[src/rtl/slm_cmd_parser.sv]
// slm_cmd_parser: parses SYNC/CMD/ADDR/DATA/CSUM UART frames, runs one SPI transfer, replies ACK/NAK/read data.
// Define CMD_TIMEOUT_EN to build the inter-byte timeout that abandons stalled partial frames.
//
// state        | meaning
// S_IDLE       | hunting for SYNC_BYTE
// S_CMD        | waiting for command byte
// S_ADDR       | waiting for address byte
// S_DATA       | waiting for data byte
// S_CSUM       | waiting for checksum byte, then accept or NAK
// S_SPI_START  | waiting for SPI master idle, then strobe start
// S_SPI_WAIT   | waiting for SPI transaction complete
// S_RESP       | waiting for UART transmitter idle, then strobe response
module slm_cmd_parser #(
  parameter int unsigned TIMEOUT_CLKS = 500000,
  parameter logic [7:0]  SYNC_BYTE    = 8'hA5
) (
  input  logic       i_clock,
  input  logic       i_reset,
  input  logic       i_rx_dv,
  input  logic [7:0] i_rx_byte,
  input  logic       i_tx_active,
  output logic       o_tx_dv,
  output logic [7:0] o_tx_byte,
  input  logic       i_spi_busy,
  input  logic       i_spi_done,
  input  logic [7:0] i_spi_rx_byte,
  output logic       o_spi_start,
  output logic [7:0] o_spi_upper,
  output logic [7:0] o_spi_lower,
  output logic       o_busy
);

  localparam logic [7:0] CMD_WR = 8'h01;
  localparam logic [7:0] CMD_RD = 8'h02;
  localparam logic [7:0] ACK    = 8'h06;
  localparam logic [7:0] NAK    = 8'h15;

  typedef enum logic [2:0] {
    S_IDLE, S_CMD, S_ADDR, S_DATA, S_CSUM, S_SPI_START, S_SPI_WAIT, S_RESP
  } state_t;

  state_t     state, state_nxt;
  logic [7:0] cmd_q, cmd_nxt, addr_q, addr_nxt, data_q, data_nxt;
  logic [7:0] tx_byte_nxt, spi_upper_nxt, spi_lower_nxt;
  logic       tx_dv_nxt, spi_start_nxt;
  logic       frame_ok;
  logic       timeout;

  if (TIMEOUT_CLKS < 2) begin : g_bad_timeout
    $error("slm_cmd_parser: TIMEOUT_CLKS must be at least 2");
  end

  assign frame_ok = ((cmd_q ^ addr_q ^ data_q) == i_rx_byte) &&
                    ((cmd_q == CMD_WR) || (cmd_q == CMD_RD));
  assign o_busy   = (state != S_IDLE);

`ifdef CMD_TIMEOUT_EN
  localparam int unsigned     CNT_W    = $clog2(TIMEOUT_CLKS);
  localparam logic [CNT_W-1:0] CNT_LAST = CNT_W'(TIMEOUT_CLKS - 1);

  logic [CNT_W-1:0] to_cnt;
  logic             in_frame;

  assign in_frame = (state == S_CMD) || (state == S_ADDR) ||
                    (state == S_DATA) || (state == S_CSUM);
  assign timeout  = in_frame && !i_rx_dv && (to_cnt == CNT_LAST);

  always_ff @(posedge i_clock) begin
    if (i_reset || !in_frame || i_rx_dv || timeout) to_cnt <= '0;
    else                                            to_cnt <= to_cnt + 1'b1;
  end
`else
  assign timeout = 1'b0;
`endif

  always_comb begin
    state_nxt     = state;
    cmd_nxt       = cmd_q;
    addr_nxt      = addr_q;
    data_nxt      = data_q;
    tx_byte_nxt   = o_tx_byte;
    spi_upper_nxt = o_spi_upper;
    spi_lower_nxt = o_spi_lower;
    tx_dv_nxt     = 1'b0;
    spi_start_nxt = 1'b0;
    case (state)
      S_IDLE: if (i_rx_dv && (i_rx_byte == SYNC_BYTE)) state_nxt = S_CMD;
      S_CMD:  if (i_rx_dv) begin cmd_nxt  = i_rx_byte; state_nxt = S_ADDR; end
      S_ADDR: if (i_rx_dv) begin addr_nxt = i_rx_byte; state_nxt = S_DATA; end
      S_DATA: if (i_rx_dv) begin data_nxt = i_rx_byte; state_nxt = S_CSUM; end
      S_CSUM: begin
        if (i_rx_dv) begin
          if (frame_ok) begin
            spi_upper_nxt = addr_q;
            spi_lower_nxt = (cmd_q == CMD_WR) ? data_q : 8'h00;
            state_nxt     = S_SPI_START;
          end else begin
            tx_byte_nxt = NAK;
            state_nxt   = S_RESP;
          end
        end
      end
      S_SPI_START: begin
        if (!i_spi_busy) begin
          spi_start_nxt = 1'b1;
          state_nxt     = S_SPI_WAIT;
        end
      end
      S_SPI_WAIT: begin
        if (i_spi_done) begin
          tx_byte_nxt = (cmd_q == CMD_WR) ? ACK : i_spi_rx_byte;
          state_nxt   = S_RESP;
        end
      end
      S_RESP: begin
        if (!i_tx_active) begin
          tx_dv_nxt = 1'b1;
          state_nxt = S_IDLE;
        end
      end
      default: state_nxt = S_IDLE;
    endcase
    if (timeout) state_nxt = S_IDLE;
  end

  always_ff @(posedge i_clock) begin
    if (i_reset) begin
      state       <= S_IDLE;
      cmd_q       <= 8'h00;
      addr_q      <= 8'h00;
      data_q      <= 8'h00;
      o_tx_byte   <= 8'h00;
      o_spi_upper <= 8'h00;
      o_spi_lower <= 8'h00;
      o_tx_dv     <= 1'b0;
      o_spi_start <= 1'b0;
    end else begin
      state       <= state_nxt;
      cmd_q       <= cmd_nxt;
      addr_q      <= addr_nxt;
      data_q      <= data_nxt;
      o_tx_byte   <= tx_byte_nxt;
      o_spi_upper <= spi_upper_nxt;
      o_spi_lower <= spi_lower_nxt;
      o_tx_dv     <= tx_dv_nxt;
      o_spi_start <= spi_start_nxt;
    end
  end

endmodule

[config.mk]
export PLATFORM = sky130hd
export DESIGN_NAME = slm_cmd_parser
export DESIGN_NICKNAME = d
export VERILOG_FILES = /design/src/rtl/slm_cmd_parser.sv
export SDC_FILE = /design/constraint.sdc
export NUM_CORES = 1
export LEC_CHECK = 0
export ABC_AREA = 1
export CORE_UTILIZATION = 56
export CTS_CLUSTER_SIZE = 8
export DETAILED_ROUTE_END_ITERATION = 10
export GPL_ROUTABILITY_DRIVEN = 0
export GPL_TIMING_DRIVEN = 0
export PLACE_DENSITY_LB_ADDON = 0.1
export SLEW_MARGIN = 20
export SYNTH_ARGS = -nofsm -noshare
export SYNTH_HDL_FRONTEND = slang
export SYNTH_SLANG_ARGS = --single-unit
[constraint.sdc]
create_clock -name i_clock -period 4.12 [get_ports i_clock]
set_input_delay 0.412 -clock i_clock [delete_from_list [all_inputs] [get_ports i_clock]]
set_output_delay 0.412 -clock i_clock [all_outputs]
set_load 0.05 [all_outputs]
==> results of run 1 <==
[metal layers]
layer | wire length [um] | track usage | up-vias
li1 | - | - | 1370
met1 | 2760 | 0.333 | 1128
met3 | 388 | 0.0465 | 13
met2 | 2650 | 0.427 | 81
met4 | 150 | 0.131 | 0
met5 | 0 | 0 | -
[layout make-up]
class / instances / area (um^2)
clock buffer: 5 / 68.8
multi-input combinational: 276 / 1240
timing repair buffer: 48 / 480
clock inverter: 2 / 16.3
fill: 395 / 1180
sequential: 53 / 1060
buffer: 8 / 35.0
tap: 52 / 65.1
inverter: 62 / 233
[worst max-delay path, stage by stage]
cell,delay (ns)
clkdlybuf4s50_1,0.60
nand2_1,0.11
inv_1,0.06
nor2_1,0.03
nand2_1,0.05
nand2_1,0.05
nor2_1,0.12
nand2_1,0.08
nor2_1,0.11
nand3_2,0.13
inv_2,0.08
nand3_2,0.12
buf_2,0.24
o21ai_1,0.14
nor2_1,0.05
[final timing paths]
kind / cells past startpoint / slack [ns] / startpoint / to
min reg2reg: 2 / 0.45 / o_tx_byte[4] / o_tx_byte[4]
max reg2reg: 14 / 2.22 / cmd_q[1] / o_spi_lower[7]
max: 15 / 1.95 / i_rx_byte[1] / o_spi_lower[7]
min: 2 / 0.45 / o_tx_byte[4] / o_tx_byte[4]
[synth_stat cells, drive strengths merged]
cell type and count:
nor3 6, a31o 1, dfxtp 53, nor2 55, buf 3, a211oi 1
nand3 20, inv 59, nor3b 1, xnor2 2, clkbuf 5, or2 4
nor4 4, a21oi 33, clkinv 3, o21ai 44, nand2 103, xor2 1
o22ai 1
[cell families after synthesis]
kind of cell,Yosys count
simple gates,193
compound gates,80
buf+inv,70
flops,53
xor+xnor,3
[flip-flops by register name, indices dropped and copies added, names as in the netlist]
signal,cells
o_spi_start,1
state,3
o_spi_lower,8
data_q,8
o_spi_upper,8
cmd_q,8
o_tx_dv,1
o_tx_byte,8
addr_q,8
[power by group]
group	internal, mW	leakage, nW	switching (mW)
Combinational	0.137	0.974	0.238
Sequential	0.558	0.429	0.0444
Clock	0.118	0.0402	0.176
Total	0.813	1.44	0.458
==> metrics.txt, run 1 <==
Synth area leaders dfxtp_1 (41%), nand2_1 (15%), inv_1 (8.2%); ratio of cells with drive above 1 in the final layout 0.0396; Detailed Route WL 5950 um; crit path kind in -> reg; commonest non-fill, non-tap cells in the layout nand2_1 (102), inv_1 (56), nor2_1 (55), dfxtp_1 (53), clkdlybuf4s50_1 (48); cell area power density 397 mW/mm^2; Synth Area in Compound Gates 0.158; status completed; design area 0.00320 mm^2; IO Port Bufs 48; Leakage Power about 1.4 nW; Non-Filler Instances 506; DP Cell Count 499; WL per Instance about 12 um; DIE AREA 0.00487 mm^2; Post-DP Area 0.00312 mm^2; Worst-path clk slew 0.10 ns; total power 1.27 mW; ANT nets after route 0; placed wire-length estimate 4340 um; post_cts resized 0; Site Rows 24; fin crit share 0.527; H-tree Lvls 2; grt ovf 0; detailed-route DRC error count 0; Hold Crit Class reg -> reg; synth warn 0; worst slew pin tran about 0.52 ns; Starting Density 0.587; Place WS 1.60 ns; antenna violations before repair 0; clock root cell clkbuf_8; share of the synthesized area in the top cell type 0.412; global-route wire length before repair 10300 um; maxcap violations 0; cts hold-fix bufs 0; Clock Sink Count 53; critical path launch point type primary input; Clock Skew about 0.012 ns; buffer count from post-CTS setup fixing 0; Syn-to-layout area delta 24.5%; core box area 0.00438 mm^2; Iteration-0 DRC Markers 135; sequential area share after synthesis 0.412; CTS tree done; xor/xnor share of the synthesized area 0.0102; average cell area after synthesis 6.45 um^2; Worst setup EP type flip-flop; Slew Viols, Final 0; CP required 4.35 ns; total number of vias 2592; vias in the first global route 2397; crit path max fanout 10; FF+latch count, synth 53; I/O pin count 49; VDD IR-drop max 0.262 mV; synthesized instance count 399; largest family of logic cells by synthesized area simple AND/OR/NAND/NOR gates; Max Fclk 461 MHz; largest net degree at the start of global routing 17; layout net count 476; Post-Synth Simple-Gate Area 0.315; post-synthesis mux area share 0; Post-Route Utilization 0.731; minimum clock period roughly 2.2 ns; Rel. slew slack 0.652; Hold Worst Slack 0.449 ns; later-pin clock latency in the skew report 0.32 ns; Vias per Instance 5.12; gr usage total 0.263; Synth Area in Adders 0; Die X around 70 um; worst path arrival time 2.40 ns; slack of the critical path 1.95 ns; drt pass-1 iters 5; CTS Buf Count 5; Mapped Nets 421; leading area contributor after synthesis dfxtp_1; commonest non-fill, non-tap cell in the layout nand2_1; synth unique cells 27; ANT cells 0; Clock Tree Buf Depth 2; final setup fails 0; final hold vios 0; unrepaired setup endpoints after global routing false; setup TNS 0 ns; Post-Syn Area 0.00257 mm^2; height of the die around 70 um
Note: power is estimated with default switching activity, not from simulation.
==> run 2, diff against run 1 <==
--- a/config.mk
+++ b/config.mk
@@ -6,7 +6,7 @@
 export NUM_CORES = 1
 export LEC_CHECK = 0
 export ABC_AREA = 1
-export CORE_UTILIZATION = 56
+export CORE_UTILIZATION = 52
 export CTS_CLUSTER_SIZE = 8
 export DETAILED_ROUTE_END_ITERATION = 10
 export GPL_ROUTABILITY_DRIVEN = 0
==> constraint.sdc (replaced) <==
create_clock -name i_clock -period 2.2 [get_ports i_clock]
set_input_delay 0.22 -clock i_clock [delete_from_list [all_inputs] [get_ports i_clock]]
set_output_delay 0.22 -clock i_clock [all_outputs]
set_load 0.05 [all_outputs]
==> run 2 against run 1 <==
Critical path type is now reg -> out. Clock power increased by 120%. Largest power group unchanged. Sequential power increased by 87%. Utilization decreased by 4.9 points. Via count decreased by 0.50%. Clock-buffer cell count unchanged. Cell area increased by 1.2%. Critical endpoint is now o_busy. Worst hold slack improved by 0.0067 ns. Cell count increased by 3.0%. Flip-flop and latch count unchanged. Setup slack got worse by 1.7 ns.
==> metrics.txt, run 2 (synthesized netlist as in run 1, its figures left out) <==
setup TNS 0 ns (unchanged); Vias per Instance 4.95 (-3.4%); clock root cell clkbuf_8; Slew Viols, Final 0 (unchanged); Clock Tree Buf Depth 2 (unchanged); commonest non-fill, non-tap cell in the layout nand2_1; critical path launch point type flip-flop; Worst R2R End o_spi_upper[0]; antenna violations before repair 0 (unchanged); placed wire-length estimate 4600 um (+5.9%); Die X 72.4 um (+3.7%); cts hold-fix bufs 0 (unchanged); Buf/Inv on CP 2 (-2); VDD IR-drop max 0.427 mV (+63%); Worst-path clk slew 0.09 ns (about the same); total number of vias 2579 (-0.50%); crit path max fanout 7 (-3); H-tree Lvls 2 (unchanged); cell area power density 766 mW/mm^2 (+93%); largest net degree at the start of global routing 16 (-1); detailed-route DRC error count 0 (unchanged); Post-Route Utilization 0.682 (-0.0490); hold path startpoint i_spi_rx_byte[5]; Worst Reg2Reg Path Length in Cells 12 (-2); hold worst-path end o_tx_byte[5]; combinational power share 0.285 (-0.010); worst slew pin tran 0.570 ns (+0.0478 ns); final setup fails 0 (unchanged); clock power share 0.261 (+0.030); Hold Crit Class in -> reg; switching share of power 0.343 (-0.0178); Leakage Power 1.46 nW (+0.95%); Starting Density 0.541 (-0.0457); gr usage total 0.252 (-0.0104); CTS Buf Count 5 (unchanged); Detailed Route WL 6300 um (+5.8%); Worst setup EP type output port; ratio of cells with drive above 1 in the final layout 0.0396 (unchanged); Worst path top cell family by delay buffers and inverters; commonest non-fill, non-tap cells in the layout nand2_1 (102), inv_1 (56), nor2_1 (55), dfxtp_1 (53), clkdlybuf4s50_1 (48); Syn-to-layout area delta 26.0%; Worst Hold Path Cells 3 (+1); P_int 1.63 mW (+100%); post_cts resized 0 (unchanged); Clock Skew 0.00699 ns (-0.00547 ns); IO Port Bufs 48 (unchanged); RR Startpoint addr_q[4]; fin crit share 0.909; slowest stage delay, CP 0.81 ns (+0.21 ns); height of the die 72.4 um (+3.7%); slowest cell on the critical path clkdlybuf4s50_1; DIE AREA 0.00523 mm^2 (+7.5%); final hold vios 0 (unchanged); later-pin clock latency in the skew report 0.31 ns (about the same); layout net count 476 (unchanged); Iteration-0 DRC Markers 143 (+5.9%); sw power 851 uW (+86%); Site Rows 25 (+4.2%); maxcap violations 0 (unchanged); Clock Sink Count 53 (unchanged); CTS tree done; unrepaired setup endpoints after global routing false; crit-path cells inv_1 > nand2_1 > clkdlybuf4s50_1; reg2reg setup slack 0.25 ns (-1.97 ns); status completed; worst path arrival time 1.78 ns (-0.62 ns); Flop pwr share 0.454 (-0.020); buffer count from post-CTS setup fixing 0 (unchanged); WL per Instance 12.1 um (+2.8%); drt pass-1 iters 4 (-1); core box area 0.00475 mm^2 (+8.4%); ANT nets after route 0 (unchanged); I/O pin count 49 (unchanged); crit path kind reg -> out; ANT cells 0 (unchanged); minimum clock period 2.00 ns; vias in the first global route 2134 (-11%); Rel. slew slack 0.617 (-0.0350); Max Fclk 500 MHz; grt ovf 0 (unchanged); CP required 1.98 ns (-2.37 ns); global-route wire length before repair 10100 um (-2.5%)
## run 2: worst max-delay path by stage
stage | start | to | slack [ns] | cells after the start
floorplan | addr_q[3] | o_spi_lower[6] | 0.59 | 12
global placement | i_rx_byte[1] | o_spi_upper[0] | -0.06 | 15
detailed placement | i_rx_byte[1] | o_spi_lower[6] | -0.06 | 15
CTS | state[2] | o_busy | 0.20 | 3
global route | cmd_q[2] | o_tx_byte[0] | 0.03 | 8
finish | state[2] | o_busy | 0.20 | 3
## run 2: area by class of cell
type                    instances  area, um^2
plain buffers                   8        35.0
clock buffers                   5        68.8
clock inverters                 2        35.0
fillers                       445        1510
inverters                      62         233
multi-input cells             276        1240
flip-flops and latches         53        1060
well taps                      67        83.8
repair buffers                 48         480
## run 2: stage by stage
stage / std cells / hold WS, ns / instance area, um^2 / setup slack, ns / power, mW
final: 521 / 0.456 / 3240 / 0.201 / 2.48
after global routing: 521 / 0.483 / 3240 / 0.0287 / 2.64
after CTS: 521 / 0.451 / 3240 / 0.200 / 2.49
after detailed placement: 514 / 0.447 / 3140 / -0.0611 / 1.85
after global placement: 514 / 0.432 / 3140 / -0.0631 / 1.83
after floorplan: 399 / 0.298 / 2570 / 0.589 / 1.65
## run 2: power by group through the flow
stage / registers [mW] / logic (mW) / clock network [mW]
finish: 1.13 / 0.707 / 0.648
global route: 1.14 / 0.797 / 0.699
CTS: 1.13 / 0.704 / 0.662
detailed placement: 1.15 / 0.700 / 0
global placement: 1.15 / 0.682 / 0
floorplan: 1.14 / 0.502 / 0
## run 2: routing by layer
layer  vias to the layer above  part of all wire  global-route usage
li1                       1365                 -                   -
met1                      1136              0.47               0.353
met2                        71              0.46               0.394
met3                         7             0.051              0.0500
met4                         0             0.011              0.0719
met5                         -                 0                   0
## run 2: worst register-to-register path, delay by kind of cell (launching register included)
family,cells,cell delay [ns]
flip-flops,1,0.34
AND/OR/NAND/NOR,10,1.18
buffers and inverters,2,0.33
